==> src/rtl/frame_pkg.sv <==
// frame_pkg: frame FIFO entry layout (payload[139:12], ch_sel[11:4], len[3:0]), dispatcher constants, state enum, entry check
package frame_pkg;
  localparam int CH_NUM = 8;
  localparam int WORD_W = 16;
  localparam int MAX_WORDS = 8;
  localparam int PAY_MSB = 139;
  localparam int PAY_LSB = 12;
  localparam int CH_MSB = 11;
  localparam int CH_LSB = 4;
  localparam int LEN_MSB = 3;
  localparam int LEN_LSB = 0;
  localparam int ENTRY_W = PAY_MSB + 1;
  localparam int PAY_W = PAY_MSB - PAY_LSB + 1;
  localparam int LEN_W = LEN_MSB - LEN_LSB + 1;
  typedef enum logic [1:0] {IDLE, FETCH, SEND} disp_state_t;
  function automatic logic entry_ok(logic [LEN_W-1:0] len, logic [CH_NUM-1:0] ch);
    return (len != '0) && (len <= LEN_W'(MAX_WORDS)) && (|ch);
  endfunction
endpackage

==> src/rtl/frame_dispatcher.sv <==
// frame_dispatcher: pops frame FIFO entries (fifo_empty/fifo_r_enable/data_from_fifo), streams payload words on data_out/ch_valid under out_ready, pulses frame_done/ch_err
module frame_dispatcher
  import frame_pkg::*;
(
  input  logic               clk_in,
  input  logic               rst_n,
  input  logic               fifo_empty,
  output logic               fifo_r_enable,
  input  logic [ENTRY_W-1:0] data_from_fifo,
  input  logic               out_ready,
  output logic [WORD_W-1:0]  data_out,
  output logic [CH_NUM-1:0]  ch_valid,
  output logic               frame_done,
  output logic               ch_err
);
  disp_state_t state_q, state_d;
  logic [PAY_W-1:0] pay_q, pay_d;
  logic [CH_NUM-1:0] mask_q, mask_d, ch_valid_q, ch_valid_d;
  logic [LEN_W-1:0] len_q, len_d, cnt_q, cnt_d;
  logic [WORD_W-1:0] data_out_q, data_out_d;
  logic frame_done_q, frame_done_d, ch_err_q, ch_err_d;
  logic [PAY_W-1:0] fifo_pay;
  logic [CH_NUM-1:0] fifo_ch;
  logic [LEN_W-1:0] fifo_len;
  logic ok, last;
  assign fifo_pay = data_from_fifo[PAY_MSB:PAY_LSB];
  assign fifo_ch = data_from_fifo[CH_MSB:CH_LSB];
  assign fifo_len = data_from_fifo[LEN_MSB:LEN_LSB];
  assign ok = entry_ok(fifo_len, fifo_ch);
  assign last = cnt_q == len_q;
  always_ff @(posedge clk_in or negedge rst_n) begin
    if (!rst_n) begin
      state_q <= IDLE;
      pay_q <= '0;
      mask_q <= '0;
      len_q <= '0;
      cnt_q <= '0;
      data_out_q <= '0;
      ch_valid_q <= '0;
      frame_done_q <= 1'b0;
      ch_err_q <= 1'b0;
    end else begin
      state_q <= state_d;
      pay_q <= pay_d;
      mask_q <= mask_d;
      len_q <= len_d;
      cnt_q <= cnt_d;
      data_out_q <= data_out_d;
      ch_valid_q <= ch_valid_d;
      frame_done_q <= frame_done_d;
      ch_err_q <= ch_err_d;
    end
  end
  always_comb begin
    state_d = state_q;
    case (state_q)
      IDLE:    state_d = fifo_empty ? IDLE : FETCH;
      FETCH:   state_d = ok ? SEND : IDLE;
      SEND:    state_d = (out_ready && last) ? IDLE : SEND;
      default: state_d = IDLE;
    endcase
  end
  always_comb begin
    pay_d = pay_q;
    mask_d = mask_q;
    len_d = len_q;
    cnt_d = cnt_q;
    data_out_d = data_out_q;
    ch_valid_d = ch_valid_q;
    frame_done_d = 1'b0;
    ch_err_d = 1'b0;
    if (state_q == FETCH) begin
      pay_d = fifo_pay << WORD_W;
      mask_d = fifo_ch;
      len_d = fifo_len;
      ch_err_d = !ok;
      data_out_d = ok ? fifo_pay[PAY_W-1 -: WORD_W] : data_out_q;
      ch_valid_d = ok ? fifo_ch : ch_valid_q;
      cnt_d = ok ? LEN_W'(1) : cnt_q;
    end else if (state_q == SEND && out_ready) begin
      pay_d = last ? pay_q : pay_q << WORD_W;
      data_out_d = last ? '0 : pay_q[PAY_W-1 -: WORD_W];
      ch_valid_d = last ? '0 : mask_q;
      cnt_d = last ? cnt_q : cnt_q + LEN_W'(1);
      frame_done_d = last;
    end
  end
  always_comb begin
    fifo_r_enable = (state_q == IDLE) && !fifo_empty && rst_n;
    data_out = data_out_q;
    ch_valid = ch_valid_q;
    frame_done = frame_done_q;
    ch_err = ch_err_q;
  end
endmodule
==> config.mk <==
export PLATFORM = sky130hd
export DESIGN_NAME = frame_dispatcher
export DESIGN_NICKNAME = d
export VERILOG_FILES = /design/src/rtl/frame_pkg.sv /design/src/rtl/frame_dispatcher.sv
export SDC_FILE = /design/constraint.sdc
export NUM_CORES = 1
export LEC_CHECK = 0
export ABC_AREA = 1
export CAP_MARGIN = 20
export CELL_PAD_IN_SITES_DETAIL_PLACEMENT = 1
export CELL_PAD_IN_SITES_GLOBAL_PLACEMENT = 1
export CORE_UTILIZATION = 35
export DETAILED_ROUTE_END_ITERATION = 6
export PLACE_DENSITY_LB_ADDON = 0.12
export SYNTH_ARGS = -nofsm -noshare
export SYNTH_HDL_FRONTEND = slang
export SYNTH_SLANG_ARGS = --single-unit
==> constraint.sdc <==
create_clock -name clk_in -period 2.1 [get_ports clk_in]
set_input_delay 0.42 -clock clk_in [delete_from_list [all_inputs] [get_ports clk_in]]
set_output_delay 0.42 -clock clk_in [all_outputs]
set_load 0.05 [all_outputs]
== After elaboration in Yosys (flattened, before gate mapping) ==
Index checks and enable logic that the tools add are counted.
Storage, ports and cells
  bits of input ports: 144
  word-level logic and storage cells: 53
  register bits after elaboration: 172
  output and inout bits: 27
Cells by class
  reductions and logical operators: 15
  eq/ne operators: 5
  $lt $le $gt $ge: 1
  $add $sub $neg: 1
  multiplexer cells: 22
Operator list (number)
  $mux 128: 3
  $mux 16: 4
  $mux 8: 4
  $mux 4: 4
  $reduce_or 8->1: 1
  $logic_and 1x1->1: 6
  $pmux 2 s3: 1
  $add 4x1->4 const B: 1
  $eq 4x4->1: 1
  $le 4x4->1 const B: 1
  $mux 1: 4
  $mux 2: 2
  $reduce_and 2->1: 2
  $reduce_bool 4->1: 1
  $reduce_and 3->1: 1
  $eq 2x1->1 const B: 1
  $eq 2x2->1 const B: 1
  $logic_not 1->1: 2
  $logic_not 2->1: 1
  $ne 2x1->1 const B: 1
  $ne 2x2->1 const B: 1
  $reduce_bool 2->1: 1

== Longest topological paths before layout ==
Gate-level depths: netlist (run 1).
  depth after elaboration: 5
  depth in mapped cells: 11
  gate-level depth less buffers: 9

== Worst setup path before layout (run 1) ==
No wires, ideal clock.
  path kind: input to register
  start: input data_from_fifo[1]
  end: register ch_valid_q[4], in the netlist ch_valid[4]
  required time: 1982 ps
  setup time: 118 ps
  stages on the path: 9
  path buffers: 1
  arrival: 1372 ps
  setup slack: 610 ps
  path through: nor2_1 -> nand3_1 -> nand2_1 -> nand3_1 -> nand2_1 -> inv_1 -> buf_2 -> nand2_1 -> nand2_1
Between the ends
  word-level cells in the longest chain between the ends: 5
  elaborated cells on any way between the ends: 6
  classes of those cells: order compare (1); eq/ne (1); reduce/logical (4)
RTL lines
  from (decl): RTL line frame_dispatcher.sv:9  | input logic [ENTRY_W-1:0] data_from_fifo,
  $le 4x4->1 or $reduce_bool 4->1 (tied branches): RTL line frame_pkg.sv:17  | return (len != '0) && (len <= LEN_W'(MAX_WORDS)) && (|ch);
  $logic_and 1x1->1 (*) (2 in a row): RTL line frame_pkg.sv:17
  $ne 2x2->1 (no source line) (*)
  $reduce_and 2->1 (no source line) (*)
  to (signal assigned): RTL line frame_dispatcher.sv:49  | ch_valid_q <= ch_valid_d;
  to (decl): RTL line frame_dispatcher.sv:18  | logic [CH_NUM-1:0] mask_q, mask_d, ch_valid_q, ch_valid_d;
Every way passes the cells marked *; elsewhere a longest branch is shown, timed or not.
A chain may end at the register's enable or synchronous reset.

== Final worst setup path (run 1) ==
  start: register data_out_q[1], in the netlist data_out[1]
  end: output data_out[1]
RTL lines
  from (decl): RTL line frame_dispatcher.sv:20  | logic [WORD_W-1:0] data_out_q, data_out_d;
  from (signal assigned): RTL line frame_dispatcher.sv:48  | data_out_q <= data_out_d;
  to (decl): RTL line frame_dispatcher.sv:11  | output logic [WORD_W-1:0] data_out,
No word-level cell between the ends.

==> results of run 1 <==
[cell families (layout without fill, tap and decap cells)]
logic type | after synthesis | in the layout | synth area share (%)
AO/OA/AOI/OAI | 188 | 188 | 14.2
XOR/XNOR | 2 | 2 | 0.227
adder cells (fa/ha/maj) | 1 | 1 | 0.162
buffers and inverters | 173 | 346 | 9.96
flip-flops | 156 | 156 | 50.7
AND/OR/NAND/NOR | 475 | 475 | 24.8
[per-stage QoR]
stage / area (sq um) / power, uW / utilization (%) / setup WS, ns / hold slack (ns)
after floorplan: 7700 / 9290 / - / 0.610 / 0.124
after global placement: 9790 / 11200 / 46.0 / 0.149 / 0.234
after detailed placement: 9790 / 11400 / 46.0 / 0.120 / 0.234
after CTS: 10400 / 14500 / 48.7 / 0.0555 / 0.343
after global routing: 10400 / 15500 / 48.7 / 0.0206 / 0.368
final: 10400 / 14300 / 48.7 / 0.0650 / 0.361
[cells in the final DEF (no fill, tap or decap)]
cell / count
nand2_8: 1
dfrtp_1: 156
inv_2: 4
nor2_8: 1
clkbuf_16: 17
clkdlybuf4s50_1: 168
xnor2_1: 1
nor2_4: 2
xor2_1: 1
clkinv_2: 3
buf_4: 20
nand3_1: 63
inv_1: 110
o21ai_2: 40
nand2_2: 2
a21oi_1: 1
clkinvlp_4: 5
clkbuf_1: 2
dlygate4sd3_1: 1
nor3_1: 1
clkbuf_8: 1
buf_12: 11
clkinv_4: 1
bufinv_16: 2
nor2_1: 7
ha_1: 1
and2_1: 1
o21ai_1: 31
o21ai_0: 116
buf_6: 1
nand2_1: 396
nand2_4: 1
[final cells by class]
cell class	count	share of cell area (%)
flip-flops and latches	156	37.7
multi-input cells	666	29.4
repair buffers	201	20.0
clock buffers	20	4.31
inverters	114	4.13
well taps	275	3.32
clock inverters	11	1.17
[repair_timing]
action	4_1_cts	5_1_grt
hold buffers	1	0
buffers inserted	0	0
endpoints found under the hold margin	7	0
[worst paths after layout]
path                                    endpoint  slack [ns]                     from  cells past startpoint
max                                  data_out[1]        0.07  data_out[1]$_DFFE_PN0P_                      1
min                        mask_q[2]$_DFFE_PN0P_        0.36                    rst_n                      2
max reg2reg                pay_q[35]$_DFFE_PN0P_        0.36     state_q[1]$_DFF_PN0_                      6
min reg2reg                 state_q[0]$_DFF_PN0_        0.45     state_q[0]$_DFF_PN0_                      1
max in group asynchronous  pay_q[65]$_DFFE_PN0P_        1.02                    rst_n                      3
min in group clk_in         state_q[0]$_DFF_PN0_        0.45     state_q[0]$_DFF_PN0_                      1
[cells in the mapped netlist, drive strengths merged]
library cell	instances	area share (%)
a21oi	1	0.065
and2	1	0.081
buf	30	3.0
clkbuf	29	1.4
dfrtp	156	51
ha	1	0.16
inv	114	5.6
nand2	400	20
nand3	63	4.1
nor2	10	0.83
nor3	1	0.065
o21ai	187	14
xnor2	1	0.11
xor2	1	0.11
[metal layers]
layer	vias up	global-route usage [%]	share of wire, %
li1	3417	-	-
met1	3217	24.6	45
met2	119	35.2	49
met3	20	4.85	4.8
met4	2	5.86	1.2
met5	-	0	0.062
[power groups by stage]
stage / logic [uW] / clock network, uW / registers, uW
after global placement: 6510 / 0 / 4660
after CTS: 6730 / 3090 / 4670
after detailed placement: 6670 / 0 / 4720
after global routing: 7450 / 3230 / 4780
final: 6580 / 3020 / 4650
after floorplan: 4090 / 0 / 5200
[state kept, by name, indices dropped and copies added (netlist names), 2 cells and up]
name,flops
data_out,16
len_q,4
state_q,2
cnt_q,4
ch_valid,8
pay_q,112
mask_q,8
==> metrics.yaml, run 1 <==
critPathCaptureType: "primary output"
worstMarginPinSlew_ns: 0.538
setup_tns_ns: 0
crit_type: "reg2out"
crit_path_start_kind: "flop"
pin_count: 171
critPathSlowestCell: "clkdlybuf4s50_1"
seq_area_sq_um: 3900
cp.arrival_ns: 1.61
fillCellCount: 2576
route.detailed.drc: 0
dr.first_iter.drc_count: 242
p_int_uw: 8370
globalRoute.totalOverflow: 0
wirelength_um: 21000
worstPathRequired_ns: 1.68
gp_congestion: 0.756
clk_latency_ns: 0.43
stdcell_count: 1443
pwr-share-comb_pct: 46.2
grtUsageTotal_pct: 20.2
max_stage_delay_ns: 0.84
numCtsBuffers: 17
cap_viol_max_count: 0
drive_gt1_share_pct: 9.59
crit_family: "buffers and inverters"
grt_pass1_wl_um: 35500
synth_cell_type_count: 25
numPortBuffers: 170
power_frac_seq_pct: 32.6
pwr-share-clk_pct: 21.2
grt_pass1_vias: 7222
p_leak_uw: 0.00487
setup_viol: 0
yosys_warnings: 0
fin_crit_sh_pct: 96.9
core-area_sq_um: 21300
fin_worst_skew_ns: 0.0105
multi_input_area_sq_um: 3050
hold_path.class: "in2async"
power_density_nw_per_um2: 1380
dieWidth_um: 150
synth_area_sq_um: 7700
rsz0062_at_grt: "no"
cts_root_buffer: "clkbuf_16"
cts_resized: 0
cp_num_buf_inv: 1
dp_hpwl_um: 14900
first_pass_iters: 4
cts_tree: "yes"
ys_seq_area_share_pct: 50.7
vdd_drop_max_mv: 0.548
syn2layout_area_growth_pct: 34.5
path_cells: "clkdlybuf4s50_1"
antenna_cells: 0
report.final.slew_viol_count: 0
p_sw_uw: 5890
start_util_pct: 36.2
clk_pin_slew_ns: 0.06
via_per_inst: 4.70
wire_per_inst_um: 14.6
dp.cells: 1411
grt_antenna_before_repair: 1
vias: 6775
layout.nets: 1301
fmax_mhz: 491
slew_headroom_pct: 64.0
clk_path_buf_depth: 2
rows: 53
synth_cells: 995
numClockSinks: 156
finalCriticalPeriod_ns: 2.03
syn_nets: 1140
worstPathMaxFanout: 2
ctsHtreeMaxLevel: 4
dieArea_sq_um: 22600
switching_share_pct: 41.3
dieHeight_um: 150
ant_nets: 0
grt_start_max_net_pins: 121
hold_viol: 0
syn_avg_cell_area_sq_um: 7.74
yosys_register_bits: 156
status: "completed"
Note: power is estimated with default switching activity, not from simulation.
==> inputs of run 2 (changes only) <==
- SLEW_MARGIN: not set -> 0
==> results of run 2 <==
The final DEF is identical to that of run 1; final timing and power are the same.
==> inputs of run 3 (changes only) <==
- CAP_MARGIN: 20 -> not set
==> results of run 3 <==
The final DEF is identical to that of run 1; final timing and power are the same.
